==> src/rtl/usr_cmd_sequencer.sv <==
// Purpose: command-driven controller for a universal shift register (ctrl 00 hold, 01 shl, 10 shr, 11 load).
// Latency: done pulses N'+USR_LAT+1 cycles after the accept cycle (N' = RUN cycles actually spent).
// Backpressure: one command in flight; cmd_ready is high only in IDLE, so a held cmd_valid waits out DONE.
//
// Ports:
//   clk, reset          single clock, synchronous active-high reset
//   cmd_valid/ready     command handshake; cmd_op/cmd_count/cmd_data sampled only on accept
//   abort               stops issuing ops of the current command (honoured in RUN only)
//   usr_ctrl, usr_d     sole drive of the USR control and data inputs
//   usr_q               USR output, captured on the last DRAIN cycle
//   result_data         captured usr_q, held until the next capture
//   done                one-cycle pulse; aborted and ops_issued are valid alongside it
module usr_cmd_sequencer #(
    parameter int WIDTH   = 4,
    parameter int CNT_W   = 4,
    parameter int USR_LAT = 2
) (
    input  logic             clk,
    input  logic             reset,
    input  logic             cmd_valid,
    output logic             cmd_ready,
    input  logic [1:0]       cmd_op,
    input  logic [CNT_W-1:0] cmd_count,
    input  logic [WIDTH-1:0] cmd_data,
    input  logic             abort,
    output logic [1:0]       usr_ctrl,
    output logic [WIDTH-1:0] usr_d,
    input  logic [WIDTH-1:0] usr_q,
    output logic [WIDTH-1:0] result_data,
    output logic             done,
    output logic             aborted,
    output logic [CNT_W-1:0] ops_issued
);

    localparam logic [1:0] OP_HOLD = 2'b00;
    localparam logic [1:0] OP_LOAD = 2'b11;

    // Drain counter counts USR_LAT-1 down to 0, so it must hold USR_LAT.
    localparam int DRN_W = (USR_LAT < 2) ? 1 : $clog2(USR_LAT + 1);
    localparam logic [DRN_W-1:0] DRN_INIT = DRN_W'(USR_LAT - 1);

    typedef enum logic [1:0] {
        S_IDLE  = 2'd0,
        S_RUN   = 2'd1,
        S_DRAIN = 2'd2,
        S_DONE  = 2'd3
    } state_t;

    state_t state, state_nxt;

    logic [1:0]       op_q;
    logic [WIDTH-1:0] data_q;
    logic [CNT_W-1:0] rem_q;     // RUN cycles still to go, including the current one
    logic [CNT_W-1:0] ops_q;
    logic             aborted_q;
    logic [DRN_W-1:0] drn_q;
    logic [WIDTH-1:0] result_q;

    logic             accept;
    logic [CNT_W-1:0] n_req;
    logic             run_abort;
    logic             run_last;
    logic             drn_last;

    assign accept    = cmd_valid && (state == S_IDLE);
    // A load is always exactly one ctrl cycle; other ops repeat cmd_count times.
    assign n_req     = (cmd_op == OP_LOAD) ? CNT_W'(1) : cmd_count;
    assign run_abort = (state == S_RUN) && abort;
    assign run_last  = (rem_q == CNT_W'(1));
    assign drn_last  = (drn_q == '0);

    // ------------------------------------------------------------------
    // State register
    // ------------------------------------------------------------------
    always_ff @(posedge clk) begin
        if (reset) begin
            state <= S_IDLE;
        end else begin
            state <= state_nxt;
        end
    end

    // ------------------------------------------------------------------
    // Next state and combinational outputs
    // ------------------------------------------------------------------
    always_comb begin
        state_nxt = state;
        cmd_ready = 1'b0;
        usr_ctrl  = OP_HOLD;
        usr_d     = '0;
        done      = 1'b0;

        case (state)
            S_IDLE: begin
                cmd_ready = 1'b1;
                if (cmd_valid) begin
                    state_nxt = (n_req == '0) ? S_DRAIN : S_RUN;
                end
            end
            S_RUN: begin
                // abort gates the op off in the very cycle it is seen, so the
                // USR never executes an op after abort is raised.
                usr_ctrl = abort ? OP_HOLD : op_q;
                usr_d    = (op_q == OP_LOAD) ? data_q : '0;
                if (abort || run_last) begin
                    state_nxt = S_DRAIN;
                end
            end
            S_DRAIN: begin
                if (drn_last) begin
                    state_nxt = S_DONE;
                end
            end
            S_DONE: begin
                done      = 1'b1;
                state_nxt = S_IDLE;
            end
            default: begin
                state_nxt = S_IDLE;
            end
        endcase
    end

    // ------------------------------------------------------------------
    // Datapath: latched command, counters, captured result
    // ------------------------------------------------------------------
    always_ff @(posedge clk) begin
        if (reset) begin
            op_q      <= OP_HOLD;
            data_q    <= '0;
            rem_q     <= '0;
            ops_q     <= '0;
            aborted_q <= 1'b0;
            drn_q     <= DRN_INIT;
            result_q  <= '0;
        end else begin
            if (accept) begin
                op_q      <= cmd_op;
                data_q    <= cmd_data;
                rem_q     <= n_req;
                ops_q     <= '0;
                aborted_q <= 1'b0;
            end

            if (state == S_RUN) begin
                if (run_abort) begin
                    aborted_q <= 1'b1;
                end else begin
                    // Bounded by N, which itself fits in CNT_W, so no wrap.
                    ops_q <= ops_q + CNT_W'(1);
                    rem_q <= rem_q - CNT_W'(1);
                end
            end

            // Keep the drain counter primed outside DRAIN so every entry
            // path (from IDLE with N=0, or from RUN) starts a full drain.
            if (state == S_DRAIN) begin
                if (drn_last) begin
                    result_q <= usr_q;
                end else begin
                    drn_q <= drn_q - DRN_W'(1);
                end
            end else begin
                drn_q <= DRN_INIT;
            end
        end
    end

    assign result_data = result_q;
    assign aborted     = aborted_q;
    assign ops_issued  = ops_q;

endmodule
==> config.mk <==
export PLATFORM = sky130hd
export DESIGN_NAME = usr_cmd_sequencer
export DESIGN_NICKNAME = d
export VERILOG_FILES = /design/src/rtl/usr_cmd_sequencer.sv
export SDC_FILE = /design/constraint.sdc
export NUM_CORES = 1
export LEC_CHECK = 0
export ABC_AREA = 1
export CORE_MARGIN = 2
export CORE_UTILIZATION = 58
export CTS_BUF_LIST = sky130_fd_sc_hd__clkbuf_8
export DETAILED_ROUTE_END_ITERATION = 10
export DONT_BUFFER_PORTS = 1
export PLACE_DENSITY = 0.76
export SYNTH_ARGS = -nofsm -noshare
export SYNTH_HDL_FRONTEND = slang
export SYNTH_SLANG_ARGS = --single-unit
==> constraint.sdc <==
create_clock -name clk -period 1.6 [get_ports clk]
set_clock_uncertainty 0.2 [all_clocks]
set_input_delay 0.08 -clock clk [delete_from_list [all_inputs] [get_ports clk]]
set_output_delay 0.08 -clock clk [all_outputs]
set_load 0.01 [all_outputs]
Word-level counts from Yosys, hierarchy flattened
Cells that the tools add are included.

Muxes and demuxes: 21. Shift-type cells: 0. Bitwise gates (word level): 1. Add/sub/neg operators: 3. $mul: 0. Equality and inequality tests: 9. Reduce and logical (&&, ||, !) cells: 9. Magnitude comparators: 0. Div/mod/pow operators: 0.

Operators by type and width (number): $mux W4 (9); $mux W2 (6); $eq A2 B2 Y1 const B (4); $pmux W2 S4 (1); $ne A2 B2 Y1 const B (3); $mux W1 (5); $add A4 B1 Y4 const B (1); $eq A4 B1 Y1 const B (1); $logic_not A2 Y1 (2); $logic_not A4 Y1 (1); $sub A4 B1 Y4 const B (1); $reduce_and A3 Y1 (1); $eq A2 B1 Y1 const B (1); $logic_and A1 B1 Y1 (2); $reduce_and A2 Y1 (1); $reduce_or A2 Y1 (1); $sub A2 B1 Y2 const B (1); $logic_or A1 B1 Y1 (1); $not A1 Y1 (1).

Input bits: 18. Latch bits: 0. Memory bits (writable): 0. Memories kept: 0. Output and inout port bits: 17. Logic and storage cells: 51. Bits in registers: 23. Memory bits (read-only): 0.

Logic depth before layout (Yosys ltp)
Word-level depth: 6. Mapped depth: 10. Depth with buffers taken out: 10.

Least setup slack after synthesis
No wires, ideal clock.

Kind: register to register. Start point: register state[1]. End point: register ops_q[3], in the netlist ops_issued[3]. Data required time: 1286 ps. Buffers on the path: 1. Setup slack: 102 ps. Clock period less this slack: 1498 ps. Arrival time: 1185 ps. Setup time: 114 ps. Cell stages (with the launch flop): 11. Path through: dfxtp_1 inv_1 ha_1 inv_2 nor2_4 inv_2 buf_6 nor2_4 nand2_1 nand2_1 nor2_1.

Longest elaborated chain between the ends: 5. Elaborated cells on any way between the ends: 7. Classes of those cells: 1 x eq/ne; 3 x mux; 3 x reduce/logical.

RTL lines: from (decl) (RTL line 49) `state_t state, state_nxt;`; from (signal assigned) (RTL line 79) `state <= state_nxt;`; $logic_not A2 Y1 (RTL line 65) `assign accept = cmd_valid && (state == S_IDLE);`; $logic_and A1 B1 Y1 (RTL line 65); $mux W4 (RTL line 137) `if (accept) begin`; $mux W4 (RTL line 146) `if (run_abort) begin`; $mux W4 (*) (RTL line 145) `if (state == S_RUN) begin`; to (signal assigned) (RTL line 150) `ops_q <= ops_q + CNT_W'(1);`; to (decl) (RTL line 54) `logic [CNT_W-1:0] ops_q;`.

Every way passes the cells marked *; elsewhere a longest branch is shown, timed or not. A chain may end at the register's enable or synchronous reset.

Worst setup path after layout
Start point: register state[1]. End point: output usr_ctrl[0].

Longest elaborated chain between the ends: 2.

RTL lines: $eq A2 B1 Y1 (RTL line 93) `case (state)`; $mux W2 (RTL line 93); to (decl) (RTL line 26) `output logic [1:0] usr_ctrl,`.

Every way passes these cells.

==> results.md <==
- Worst-Margin Slew: 0.557 ns
- Max Slew Vio Count: 0
- Required @ worst endpoint: 1.32 ns
- Hold Path End: state[1]$_SDFFE_PP0P_
- Worst skew pair latency: 0.27 ns
- Antenna Nets Post-Route: 0
- Net switching power: 0.000849 W
- Critical R2R Launch: state[0]$_SDFFE_PP0P_
- Clock network power share: 17.5%
- Starting density of the core: 61.6%
- Max rail drop VDD: 0.00127 V
- Comb pwr share: 44.3%
- Status: finished, final reports clean
- Share of cells above drive strength 1: 16.1%
- Critical Path Max Stage Delay: 0.34 ns
- P per Cell Area: 1380 nW/um^2
- R2R Setup Slk: 0.06 ns
- CTS H-Tree Depth: 1
- Placeable core region: 1960 um^2
- # port buffers: 0
- Hold Path Cell Cnt: 7
- Period utilization: 96.0%
- Final HPWL from detailed placement: 1.84 mm
- Synth Net Count: 199
- Type of the worst min-delay path: in -> reg
- Sequential share of the synthesized area: 38.1%
- Pint: 0.00125 W
- Largest cells by area after synthesis: dfxtp_1 (38%), nand2_1 (9.9%), ha_1 (9.3%)
- Setup violations, final: 0
- Vias: 1,147
- Max-slew headroom: 62.8%
- Pre-CTS setup slack: 0.0308 ns
- Critical path buffers and inverters: 3
- Arrival time at the worst endpoint: 1.26 ns
- Die extent in x: 49.7 um
- Synthesized flop and latch total: 23
- Final hold vios: 0
- # clock sinks: 23
- Flop pwr share: 38.2%
- Crit path depth: 6
- Iteration-0 DRC Markers: 27
- Routed len/inst: 12.5 um
- Initial antenna violation count: 0
- Via-per-instance ratio: 5.21
- # DRC: 0
- Sw frac: 40.5%
- Crit path cell chain: inv_2 > ha_4 > inv_2 > nor2_4 > inv_6 > nor2_4
- Cell accounting for the most synthesized area: dfxtp_1
- CP Launch Type: register
- Fillers: 153
- Post-synthesis cell count: 172
- Netlist Area Pre-Place: 1210 um^2
- CTS buffer count: 3
- Final WL: 2.75 mm
- Pleak: 0.656 nW
- Minimum clock period: 1.54 ns
- Clk buf depth: 2
- Fin nets: 221
- Area growth, synth to finish: 26.1%
- Number of max-cap violations: 0
- Placed Instances: 198
- Gp weighted congestion: 0.762
- Syn_area_per_cell: 7.03 um^2
- CTS tree: yes
- Crit end category: output pin
- GRT Overall Usage: 25.3%
- Total global routing overflow: 0
- Distinct cells, synth: 19
- Crit Path Max Fanout: 12
- Finished Layout Cells: 220
- RSZ-0062 raised after global routing: no
- ANT cells: 0
- Reg2reg end: op_q[1]$_SDFFE_PP0P_
- Die height: 49.7 um
- First-pass GRT wire length: 4.89 mm
- Io pins: 35
- Total die area: 2470 um^2
- Clock transition at path regs: 0.08 ns
- Worst Reg-to-Reg Cells: 6
- TNS Setup: 0 ns
- Kind of cell adding the most delay to the critical path: flip-flops
- Pin count of the biggest net entering global routing: 21
- Highest Clock Rate: 0.651 GHz
- Standard-cell rows: 16
- Critical path's slowest cell: dfxtp_2
- HP Start: cmd_count[2]
- Vias in the first global route: 1,140
- Synth top area share: 38.1%
- PnR worst setup slack: 0.0641 ns
- CTS root buffer: clkbuf_8
- DR pass1 iterations: 4
- Setup Crit Path Kind: reg -> out
- YS warnings: 0
==> area by class of cell <==
| class | instances | area [um^2] | share of cell area [%] |
|---|---|---|---|
| multi-input cells | 116 | 661 | 43.3 |
| flip-flops and latches | 23 | 465 | 30.5 |
| repair buffers | 21 | 204 | 13.4 |
| inverters | 29 | 114 | 7.47 |
| clock buffers | 3 | 41.3 | 2.71 |
| well taps | 27 | 33.8 | 2.22 |
| clock inverters | 1 | 5.00 | 0.328 |
==> metrics by stage <==
step | utilization [%] | area (um^2) | hold slack (ns) | total power [W]
2_1_floorplan | - | 1210 | -0.0509 | 0.00141
3_3_place_gp | 63.1 | 1240 | -0.0498 | 0.00155
3_5_place_dp | 63.1 | 1240 | -0.0473 | 0.00158
4_1_cts | 76.5 | 1500 | 0.00307 | 0.00203
5_1_grt | 77.7 | 1520 | 0.0743 | 0.00227
6_report | 77.7 | 1520 | 0.00118 | 0.00210
==> worst min-delay path, stage by stage <==
cell,delay (ns)
inv_1,0.02
nand2_1,0.05
nor2_1,0.05
nand3_1,0.06
nand2_1,0.05
nor2_1,0.08
nor2_1,0.04
==> synthesized netlist by cell type <==
master / n
o211ai_2: 1
inv_2: 3
a21oi_1: 11
dfxtp_1: 23
nor3b_1: 1
nor2_1: 25
nand4_1: 1
nor2_4: 2
nand2_1: 32
nand3_1: 11
xnor2_1: 1
ha_1: 9
buf_2: 3
inv_1: 26
o21ai_0: 13
a31oi_1: 4
buf_6: 1
nand2_2: 3
nor3_1: 2
==> how the worst max path moves through the flow <==
stage                                from                        to  slack, ns
floorplan           state[1]$_SDFFE_PP0P_  ops_issued[3]$_SDFF_PP0_       0.10
global placement    state[1]$_SDFFE_PP0P_  ops_issued[2]$_SDFF_PP0_       0.12
detailed placement  state[1]$_SDFFE_PP0P_  ops_issued[2]$_SDFF_PP0_       0.03
CTS                 state[0]$_SDFFE_PP0P_      op_q[1]$_SDFFE_PP0P_       0.04
global route        state[1]$_SDFFE_PP0P_               usr_ctrl[1]      0.005
finish              state[1]$_SDFFE_PP0P_               usr_ctrl[0]       0.06
==> cell usage in the layout (no fill, tap or decap), types with 4 or more instances in the layout <==
master,instances
nor2_2,4
ha_1,6
o21ai_0,13
a21oi_1,11
nor2_1,19
a31oi_1,4
dfxtp_1,21
nand2_1,32
inv_1,24
inv_2,4
nor2_4,4
dlygate4sd3_1,17
nand3_1,10
==> kinds of logic after synthesis <==
group,Yosys count,share of synthesized area (%)
xor+xnor,1,0.725
compound gates,29,13.0
flops,23,38.1
buf+inv,33,11.2
fa+ha+maj,9,9.32
simple gates,77,27.6
==> power groups by stage <==
stage / registers, W / clock network (W) / logic, W
finish: 0.000800 / 0.000367 / 0.000930
global route: 0.000813 / 0.000390 / 0.00107
CTS: 0.000788 / 0.000369 / 0.000873
detailed placement: 0.000788 / 0 / 0.000791
global placement: 0.000782 / 0 / 0.000764
floorplan: 0.000770 / 0 / 0.000642
==> layer usage <==
layer	up-vias	global-route usage (%)	part of all wire [%]
li1	582	-	-
met1	518	29.5	41
met2	38	44.4	51
met3	9	4.24	5.1
met4	0	12.5	3.1
met5	-	0	0
==> repair_timing <==
action / 4_1_cts / 5_1_grt
setup endpoints to repair: 6 / 16
hold endpoints to repair: 19 / 0
hold buffers: 17 / 0
pin swaps: 1 / 0
gates resized for setup: 14 / 7
buffers inserted: 0 / 1
==> state kept, by name (all words and copies together), names as in the netlist <==
| register | cells |
|---|---|
| rem_q | 4 |
| state | 2 |
| op_q | 2 |
| result_data | 4 |
| data_q | 4 |
| drn_q | 2 |
| aborted | 1 |
| ops_issued | 4 |
Note: power is estimated with default switching activity, not from simulation.
